[src/rtl/sorter_pkg.sv]
// ---------------------------------------------------------------------------
// sorter_pkg
// Shared constant functions for the bitonic sorter pipeline:
//   log2_int     - integer log2 of a power of two (ceil for others)
//   stage_count  - number of compare-exchange stages for N elements
//   stage_k      - bitonic block size k used by stage s
//   stage_j      - compare distance j used by stage s
//   pair_lo      - lower element index of comparator p in stage s
//   pair_desc    - 1 when comparator p of stage s orders its pair descending
//                  (for an ascending overall sort; the vector's desc bit
//                  inverts every comparator)
// ---------------------------------------------------------------------------
package sorter_pkg;

   function automatic int log2_int(input int n);
      int r;
      r = 0;
      while ((1 << r) < n) r = r + 1;
      return r;
   endfunction

   function automatic int stage_count(input int n);
      int l;
      l = log2_int(n);
      return (l * (l + 1)) / 2;
   endfunction

   // Stages enumerate the classic bitonic loop nest: k = 2,4..N outer,
   // j = k/2 down to 1 inner. Stage s is the s-th (k, j) pair.
   function automatic int stage_k(input int n, input int s);
      int cnt;
      int res;
      cnt = 0;
      res = 0;
      for (int k = 2; k <= n; k = k * 2) begin
         for (int j = k / 2; j >= 1; j = j / 2) begin
            if (cnt == s) res = k;
            cnt = cnt + 1;
         end
      end
      return res;
   endfunction

   function automatic int stage_j(input int n, input int s);
      int cnt;
      int res;
      cnt = 0;
      res = 0;
      for (int k = 2; k <= n; k = k * 2) begin
         for (int j = k / 2; j >= 1; j = j / 2) begin
            if (cnt == s) res = j;
            cnt = cnt + 1;
         end
      end
      return res;
   endfunction

   // Comparators of a stage pair element i with i ^ j where bit j of i is 0;
   // the p-th such i is found by splitting p into block and offset.
   function automatic int pair_lo(input int n, input int s, input int p);
      int j;
      j = stage_j(n, s);
      return ((p / j) * 2 * j) + (p % j);
   endfunction

   function automatic bit pair_desc(input int n, input int s, input int p);
      int k;
      int lo;
      k  = stage_k(n, s);
      lo = pair_lo(n, s, p);
      return ((lo & k) != 0);
   endfunction

endpackage

[src/rtl/sorter_pipe_if.sv]
// ---------------------------------------------------------------------------
// sorter_pipe_if
// Handshake bundle for the sorter pipeline.
//   in_valid/in_ready/in_data/in_desc   - input vector stream
//   out_valid/out_ready/out_data/out_desc - sorted output stream
//   busy                                 - pipeline holds a valid vector
// Modports: master = producer/consumer side, slave = the sorter.
// ---------------------------------------------------------------------------
interface sorter_pipe_if #(
   parameter int W = 8,
   parameter int N = 8
);
   logic                in_valid;
   logic                in_ready;
   logic [N-1:0][W-1:0] in_data;
   logic                in_desc;
   logic                out_valid;
   logic                out_ready;
   logic [N-1:0][W-1:0] out_data;
   logic                out_desc;
   logic                busy;

   modport master (
      output in_valid, in_data, in_desc, out_ready,
      input  in_ready, out_valid, out_data, out_desc, busy
   );

   modport slave (
      input  in_valid, in_data, in_desc, out_ready,
      output in_ready, out_valid, out_data, out_desc, busy
   );
endinterface

[src/rtl/sorter_pipe_cmp_swap.sv]
// ---------------------------------------------------------------------------
// cmp_swap
// Combinational W-bit compare-exchange.
//   a_in, b_in - pair entering the comparator (a = lower index)
//   dir        - 0: lo_out gets the smaller, 1: lo_out gets the larger
//   lo_out, hi_out - ordered pair
// Compare is strict, so equal elements pass through unswapped.
// ---------------------------------------------------------------------------
module cmp_swap #(
   parameter int W          = 8,
   parameter int SIGNED_CMP = 0
) (
   input  logic [W-1:0] a_in,
   input  logic [W-1:0] b_in,
   input  logic         dir,
   output logic [W-1:0] lo_out,
   output logic [W-1:0] hi_out
);
   logic a_gt_b;
   logic b_gt_a;
   logic swap;

   always_comb begin
      if (SIGNED_CMP != 0) begin
         a_gt_b = $signed(a_in) > $signed(b_in);
         b_gt_a = $signed(b_in) > $signed(a_in);
      end else begin
         a_gt_b = a_in > b_in;
         b_gt_a = b_in > a_in;
      end
      swap   = dir ? b_gt_a : a_gt_b;
      lo_out = swap ? b_in : a_in;
      hi_out = swap ? a_in : b_in;
   end
endmodule

[src/rtl/sorter_pipe.sv]
// ---------------------------------------------------------------------------
// sorter_pipe
// Pipelined bitonic sorter: one register bank per compare-exchange stage,
// each bank carrying its own valid and desc bit so vectors of either sort
// direction can share the pipeline.
//   clk   - clock, rising edge
//   reset - asynchronous active-high reset
//   bus   - sorter_pipe_if.slave: input/output streams and busy
// All banks advance together whenever the output is not stalled, so in_ready
// is simply that advance enable.
// ---------------------------------------------------------------------------
module sorter_pipe
   import sorter_pkg::*;
#(
   parameter int W          = 8,
   parameter int N          = 8,
   parameter int SIGNED_CMP = 0
) (
   input logic          clk,
   input logic          reset,
   sorter_pipe_if.slave bus
);
   localparam int S = stage_count(N);

   typedef logic [N-1:0][W-1:0] vec_t;

   vec_t data_reg  [S];
   logic valid_reg [S];
   logic desc_reg  [S];

   vec_t stage_in   [S];
   logic stage_desc [S];
   vec_t stage_out  [S];

   logic adv;
   logic busy_w;

   assign adv = !(valid_reg[S-1] && !bus.out_ready);

   generate
      for (genvar gi = 0; gi < S; gi++) begin : g_stage
         if (gi == 0) begin : g_first
            assign stage_in[gi]   = bus.in_data;
            assign stage_desc[gi] = bus.in_desc;
         end else begin : g_next
            assign stage_in[gi]   = data_reg[gi-1];
            assign stage_desc[gi] = desc_reg[gi-1];
         end

         for (genvar gj = 0; gj < N / 2; gj++) begin : g_pair
            localparam int LO    = pair_lo(N, gi, gj);
            localparam int HI    = LO + stage_j(N, gi);
            localparam bit DDESC = pair_desc(N, gi, gj);

            // A descending vector mirrors every comparator direction.
            cmp_swap #(
               .W          (W),
               .SIGNED_CMP (SIGNED_CMP)
            ) u_cmp (
               .a_in   (stage_in[gi][LO]),
               .b_in   (stage_in[gi][HI]),
               .dir    (stage_desc[gi] ^ DDESC),
               .lo_out (stage_out[gi][LO]),
               .hi_out (stage_out[gi][HI])
            );
         end
      end
   endgenerate

   always_ff @(posedge clk or posedge reset) begin
      if (reset) begin
         for (int s = 0; s < S; s++) begin
            valid_reg[s] <= 1'b0;
            desc_reg[s]  <= 1'b0;
            data_reg[s]  <= '0;
         end
      end else if (adv) begin
         // Stage 0 takes in_valid directly: a missing input becomes a bubble.
         valid_reg[0] <= bus.in_valid;
         desc_reg[0]  <= stage_desc[0];
         data_reg[0]  <= stage_out[0];
         for (int s = 1; s < S; s++) begin
            valid_reg[s] <= valid_reg[s-1];
            desc_reg[s]  <= stage_desc[s];
            data_reg[s]  <= stage_out[s];
         end
      end
   end

   always_comb begin
      busy_w = 1'b0;
      for (int s = 0; s < S; s++) busy_w = busy_w | valid_reg[s];
   end

   assign bus.in_ready  = adv;
   assign bus.out_valid = valid_reg[S-1];
   assign bus.out_data  = data_reg[S-1];
   assign bus.out_desc  = desc_reg[S-1];
   assign bus.busy      = busy_w;
endmodule

[src/flat_wrapper.sv]
// flat-port wrapper written by rule: the top's interface ports become plain ports
module sorter_pipe_flat import sorter_pkg::*;
#(
   parameter int W          = 8,
   parameter int N          = 8,
   parameter int SIGNED_CMP = 0
)
  (clk, reset, bus_in_valid, bus_in_data, bus_in_desc, bus_out_ready, bus_in_ready, bus_out_valid, bus_out_data, bus_out_desc, bus_busy);
  sorter_pipe_if #(.W(W), .N(N)) bus_i ();
  input logic clk;
  input logic reset;
  input wire logic [$bits(bus_i.in_valid)-1:0] bus_in_valid;
  input wire logic [$bits(bus_i.in_data)-1:0] bus_in_data;
  input wire logic [$bits(bus_i.in_desc)-1:0] bus_in_desc;
  input wire logic [$bits(bus_i.out_ready)-1:0] bus_out_ready;
  output wire logic [$bits(bus_i.in_ready)-1:0] bus_in_ready;
  output wire logic [$bits(bus_i.out_valid)-1:0] bus_out_valid;
  output wire logic [$bits(bus_i.out_data)-1:0] bus_out_data;
  output wire logic [$bits(bus_i.out_desc)-1:0] bus_out_desc;
  output wire logic [$bits(bus_i.busy)-1:0] bus_busy;
  assign bus_i.in_valid = bus_in_valid;
  assign bus_i.in_data = bus_in_data;
  assign bus_i.in_desc = bus_in_desc;
  assign bus_i.out_ready = bus_out_ready;
  assign bus_in_ready = bus_i.in_ready;
  assign bus_out_valid = bus_i.out_valid;
  assign bus_out_data = bus_i.out_data;
  assign bus_out_desc = bus_i.out_desc;
  assign bus_busy = bus_i.busy;
  sorter_pipe #(.W(W), .N(N), .SIGNED_CMP(SIGNED_CMP)) u_core (.clk(clk), .reset(reset), .bus(bus_i));
endmodule
[config.mk]
export PLATFORM = sky130hd
export DESIGN_NAME = sorter_pipe_flat
export DESIGN_NICKNAME = d
export VERILOG_FILES = /design/src/rtl/sorter_pkg.sv /design/src/rtl/sorter_pipe_if.sv /design/src/rtl/sorter_pipe_cmp_swap.sv /design/src/rtl/sorter_pipe.sv /design/src/flat_wrapper.sv
export SDC_FILE = /design/constraint.sdc
export NUM_CORES = 1
export LEC_CHECK = 0
export CAP_MARGIN = 20
export CORE_UTILIZATION = 35
export CTS_CLUSTER_DIAMETER = 150
export DETAILED_ROUTE_END_ITERATION = 8
export GPL_ROUTABILITY_DRIVEN = 0
export GPL_TIMING_DRIVEN = 0
export PLACE_DENSITY_LB_ADDON = 0.05
export RECOVER_POWER = 50
export SLEW_MARGIN = 20
export SYNTH_ARGS = -nofsm -noshare
export SYNTH_HDL_FRONTEND = slang
export SYNTH_SLANG_ARGS = --single-unit
[constraint.sdc]
create_clock -name clk -period 39.3 [get_ports clk]
set_input_delay 11.79 -clock clk [delete_from_list [all_inputs] [get_ports clk]]
set_output_delay 11.79 -clock clk [all_outputs]
set_load 0.01 [all_outputs]
==> key figures <==
Placement
  • Dpl cells: 4079
  • IO Port Bufs: 136
  • Placement-stage cell area: 29400 um^2
  • Post-DP HPWL: 76.25 mm
  • Pre-CTS setup slack: 13.15 ns

Drt
  • Antenna viol nets, final: 0
  • First-iteration detailed-routing DRC count: around 1.3k
  • Wire length per cell: about 23 um
  • Vias/cell: between 5 and 6
  • Initial DRT Pass Iterations: 8
  • Drc violations: 0
  • Vias after detailed routing: 23.30k
  • Routed WL: ~97 mm

GRT
  • Antenna violations before repair: 2
  • Total global-route track usage: 24.79%
  • Vias in the first global route: around 24k
  • Grt total ovfl: 0
  • Largest net degree at the start of global routing: 95
  • Global-route wire length before repair: 148.0 mm

Finish
  • Proportion of layout cells with a drive suffix above 1: between 7 and 8%
  • Reg area: 9910 um^2
  • Area of the multi-input gates: 14720 um^2
  • Number of diodes: 0
  • Max reg flops: between 300 and 400
  • Layout area overhead: 15.96%
  • # nets final: around 3.4k
  • Finished Layout Cells: around 4.2k
  • Post-route cell area: 30960 um^2
  • FILL cells: 7436

CTS
  • Worst skew pair latency: 0.61 ns
  • Worst-path clk slew: 0.06 ns
  • Clock buffer depth: 3
  • Post-CTS setup buffers: 0
  • CTS Hold Bufs: 0
  • H-Tree Depth: 2
  • Root Driver: clkbuf_16
  • Clk sinks: 396
  • CTS buffer count: 51
  • PostCTS Resize Cnt: 0
  • CTS tree: built

Die
  • Die H: 278.2 um
  • Rows: 100
  • Die Area: around 77000 um^2
  • IO Pins: 137
  • Initial cell density of the core: around 36%
  • Die X: 278.2 um
  • Core area: 74950 um^2

Timing
  • Worst slew margin: -247.6%
  • TNS Setup: 0 ns
  • Clk_skew: about 0.017 ns
  • Setup ws final: 13.14 ns
  • Worst Tran Pin Value: 5.215 ns
  • Peak Freq: 0.03823 GHz
  • Final Max Slew Viols: 405
  • Finish-stage setup viols: 0
  • Hold Slack: 0.4781 ns
  • Tmin final: 26.16 ns
  • Tcrit/Tclk final: 66.56%
  • RSZ-0062 raised after global routing: false
  • Endpoints failing hold: 0

Synth
  • Adder-cell share of the synthesized area: 8.996%
  • Mapped cell area: 26700 um^2
  • Post-synth EDFFs: 0
  • Synth Instances: between 2k and 3k
  • Syn. warnings: 0
  • Largest family of logic cells by synthesized area: compound AO/OA/AOI/OAI gates
  • Most used DFF post-synth: dfrtp_1
  • Seq cells post-synth: around 400
  • Synth Area in Compound Gates: 20.69%
  • Register area share after synthesis: roughly 37%
  • Mapped Nets: 3231
  • Synth Area in XOR/XNOR: 0%
  • Mux contribution to synthesized area: 14.39%
  • Simple-gate portion of the synthesized area: 11.05%
  • Synth cell types: 31
  • Mean area per synthesized cell: around 9 um^2
  • Asr flop ratio synth: between 90% and 100%

Power and ir drop
  • Pwr/cell area: 103.7 nW/um^2
  • Sequential share of power: 26.3%
  • Leakage: 14.46 nW
  • Clock share of power: 15.1%
  • Comb power frac: roughly three fifths
  • Sw power: around 1.5 mW
  • Int Pwr: approximately 1.7 mW
  • VDD IR max: 38.06 uV
  • Switching fraction of total power: 46.29%

Status
  • Failing checks: max-capacitance violations, max-slew violations
  • Status: finished with violations

Setup path
  • Crit Path Category: input pin to primary output
  • Crit start category: input pin
  • Critical path capture point type: primary output
  • Data required, critical path: between 20 and 30 ns
  • CP arrival: 14.37 ns
  • Crit-path max FO: 10

Job
  • Max_cap viols: 5

Min path
  • Hold Path Class: register to register
cells in the mapped netlist, types with 7 or more instances:
cell type | n | area, um^2
nor2_1 | 211 | 792.0
o211ai_1 | 30 | 225.2
o21ai_0 | 15 | 75.07
o211a_1 | 12 | 120.1
a211o_1 | 12 | 105.1
a211oi_1 | 24 | 180.2
nor3_1 | 12 | 60.06
nand4_1 | 48 | 300.3
buf_6 | 12 | 135.1
buf_1 | 21 | 78.83
clkbuf_1 | 94 | 352.8
a21o_1 | 30 | 225.2
nor2b_1 | 25 | 156.4
ha_1 | 192 | 2402
a311o_1 | 12 | 120.1
nand2b_1 | 7 | 43.79
inv_1 | 197 | 739.5
nand2_1 | 52 | 195.2
a21oi_1 | 822 | 4114
nand3_1 | 12 | 60.06
and3_4 | 12 | 135.1
dfrtp_1 | 396 | 9910
a221oi_2 | 12 | 180.2
buf_4 | 76 | 570.6
and2_1 | 192 | 1201
buf_2 | 36 | 180.2
mux2i_1 | 384 | 3844
a311oi_1 | 12 | 105.1
critical path, stage by stage:
cell	delay, ns
clkdlybuf4s50_1	0.45
nor2b_1	0.07
inv_1	0.21
clkbuf_1	0.71
buf_1	0.48
clkdlybuf4s50_1	0.64
through the flow:
step                util [%]  power (mW)
finish                 41.32       3.210
global route           41.32       3.437
CTS                    41.45       3.228
detailed placement     39.22       2.735
global placement       39.06       2.667
floorplan                  -       2.137
power by group through the flow:
stage | registers [mW] | clock network [mW] | logic (mW)
after floorplan | 0.734 | 0 | 1.40
after global placement | 0.838 | 0 | 1.83
after detailed placement | 0.847 | 0 | 1.89
after CTS | 0.840 | 0.493 | 1.90
after global routing | 0.865 | 0.508 | 2.06
final | 0.844 | 0.483 | 1.88
path summary, 6_finish.rpt:
check                                                 start                               end  slack (ns)  depth (start not counted)
setup reg to reg           u_core.bus.out_valid$_DFFE_PP0N_  u_core.data_reg[183]$_DFFE_PP0N_       36.49                          7
max in group asynchronous                             reset  u_core.data_reg[354]$_DFFE_PP0N_       17.70                          4
min in group asynchronous                             reset  u_core.bus.out_valid$_DFFE_PP0N_       12.59                          2
setup / recovery                              bus_out_ready                      bus_in_ready       13.14                          6
hold / removal              u_core.bus.out_desc$_DFFE_PP0N_   u_core.bus.out_desc$_DFFE_PP0N_        0.48                          2
hold reg to reg             u_core.bus.out_desc$_DFFE_PP0N_   u_core.bus.out_desc$_DFFE_PP0N_        0.48                          2
layout by cell type (no fill, tap or decap), types with 15 or more instances in the layout:
master and instances:
a21oi_1 822, dfrtp_1 396, mux2i_1 384, nor2_1 211, inv_1 196, and2_1 192, ha_1 192, clkbuf_1 111
clkdlybuf4s50_1 101, buf_4 76, clkbuf_16 53, nand2_1 52, nand4_1 48, buf_2 36, dlygate4sd3_1 35, a21o_1 30
o211ai_1 30, nor2b_1 25, a211oi_1 24, buf_1 21, o21ai_0 15
logic make-up (layout without fill, tap and decap cells):
family                     count (synthesis)  in the layout
AOI/OAI and AO/OA                        987            987
and+or+nand+nor                          572            572
buffers and inverters                    439            667
DFF                                      396            396
muxes                                    384            384
adders and majority gates                192            192
routing by layer:
layer	wire length, um	GRT usage [%]	part of all wire, %	vias up
li1	-	-	-	10920
met1	41190	30.27	42	11650
met2	48340	44.13	50	540
met3	3395	2.754	3.5	188
met4	4177	10.21	4.3	0
met5	0	0	0	-
cell type report:
class	count	area share [%]
Multi-Input combinational cell	2135	47.54
Sequential cell	396	32.00
Clock buffer	74	4.764
Timing Repair Buffer	140	4.445
Buffer	242	4.307
Tap cell	969	3.915
Inverter	197	2.392
Clock inverter	14	0.6304
Power figures use the tool's default switching activity.
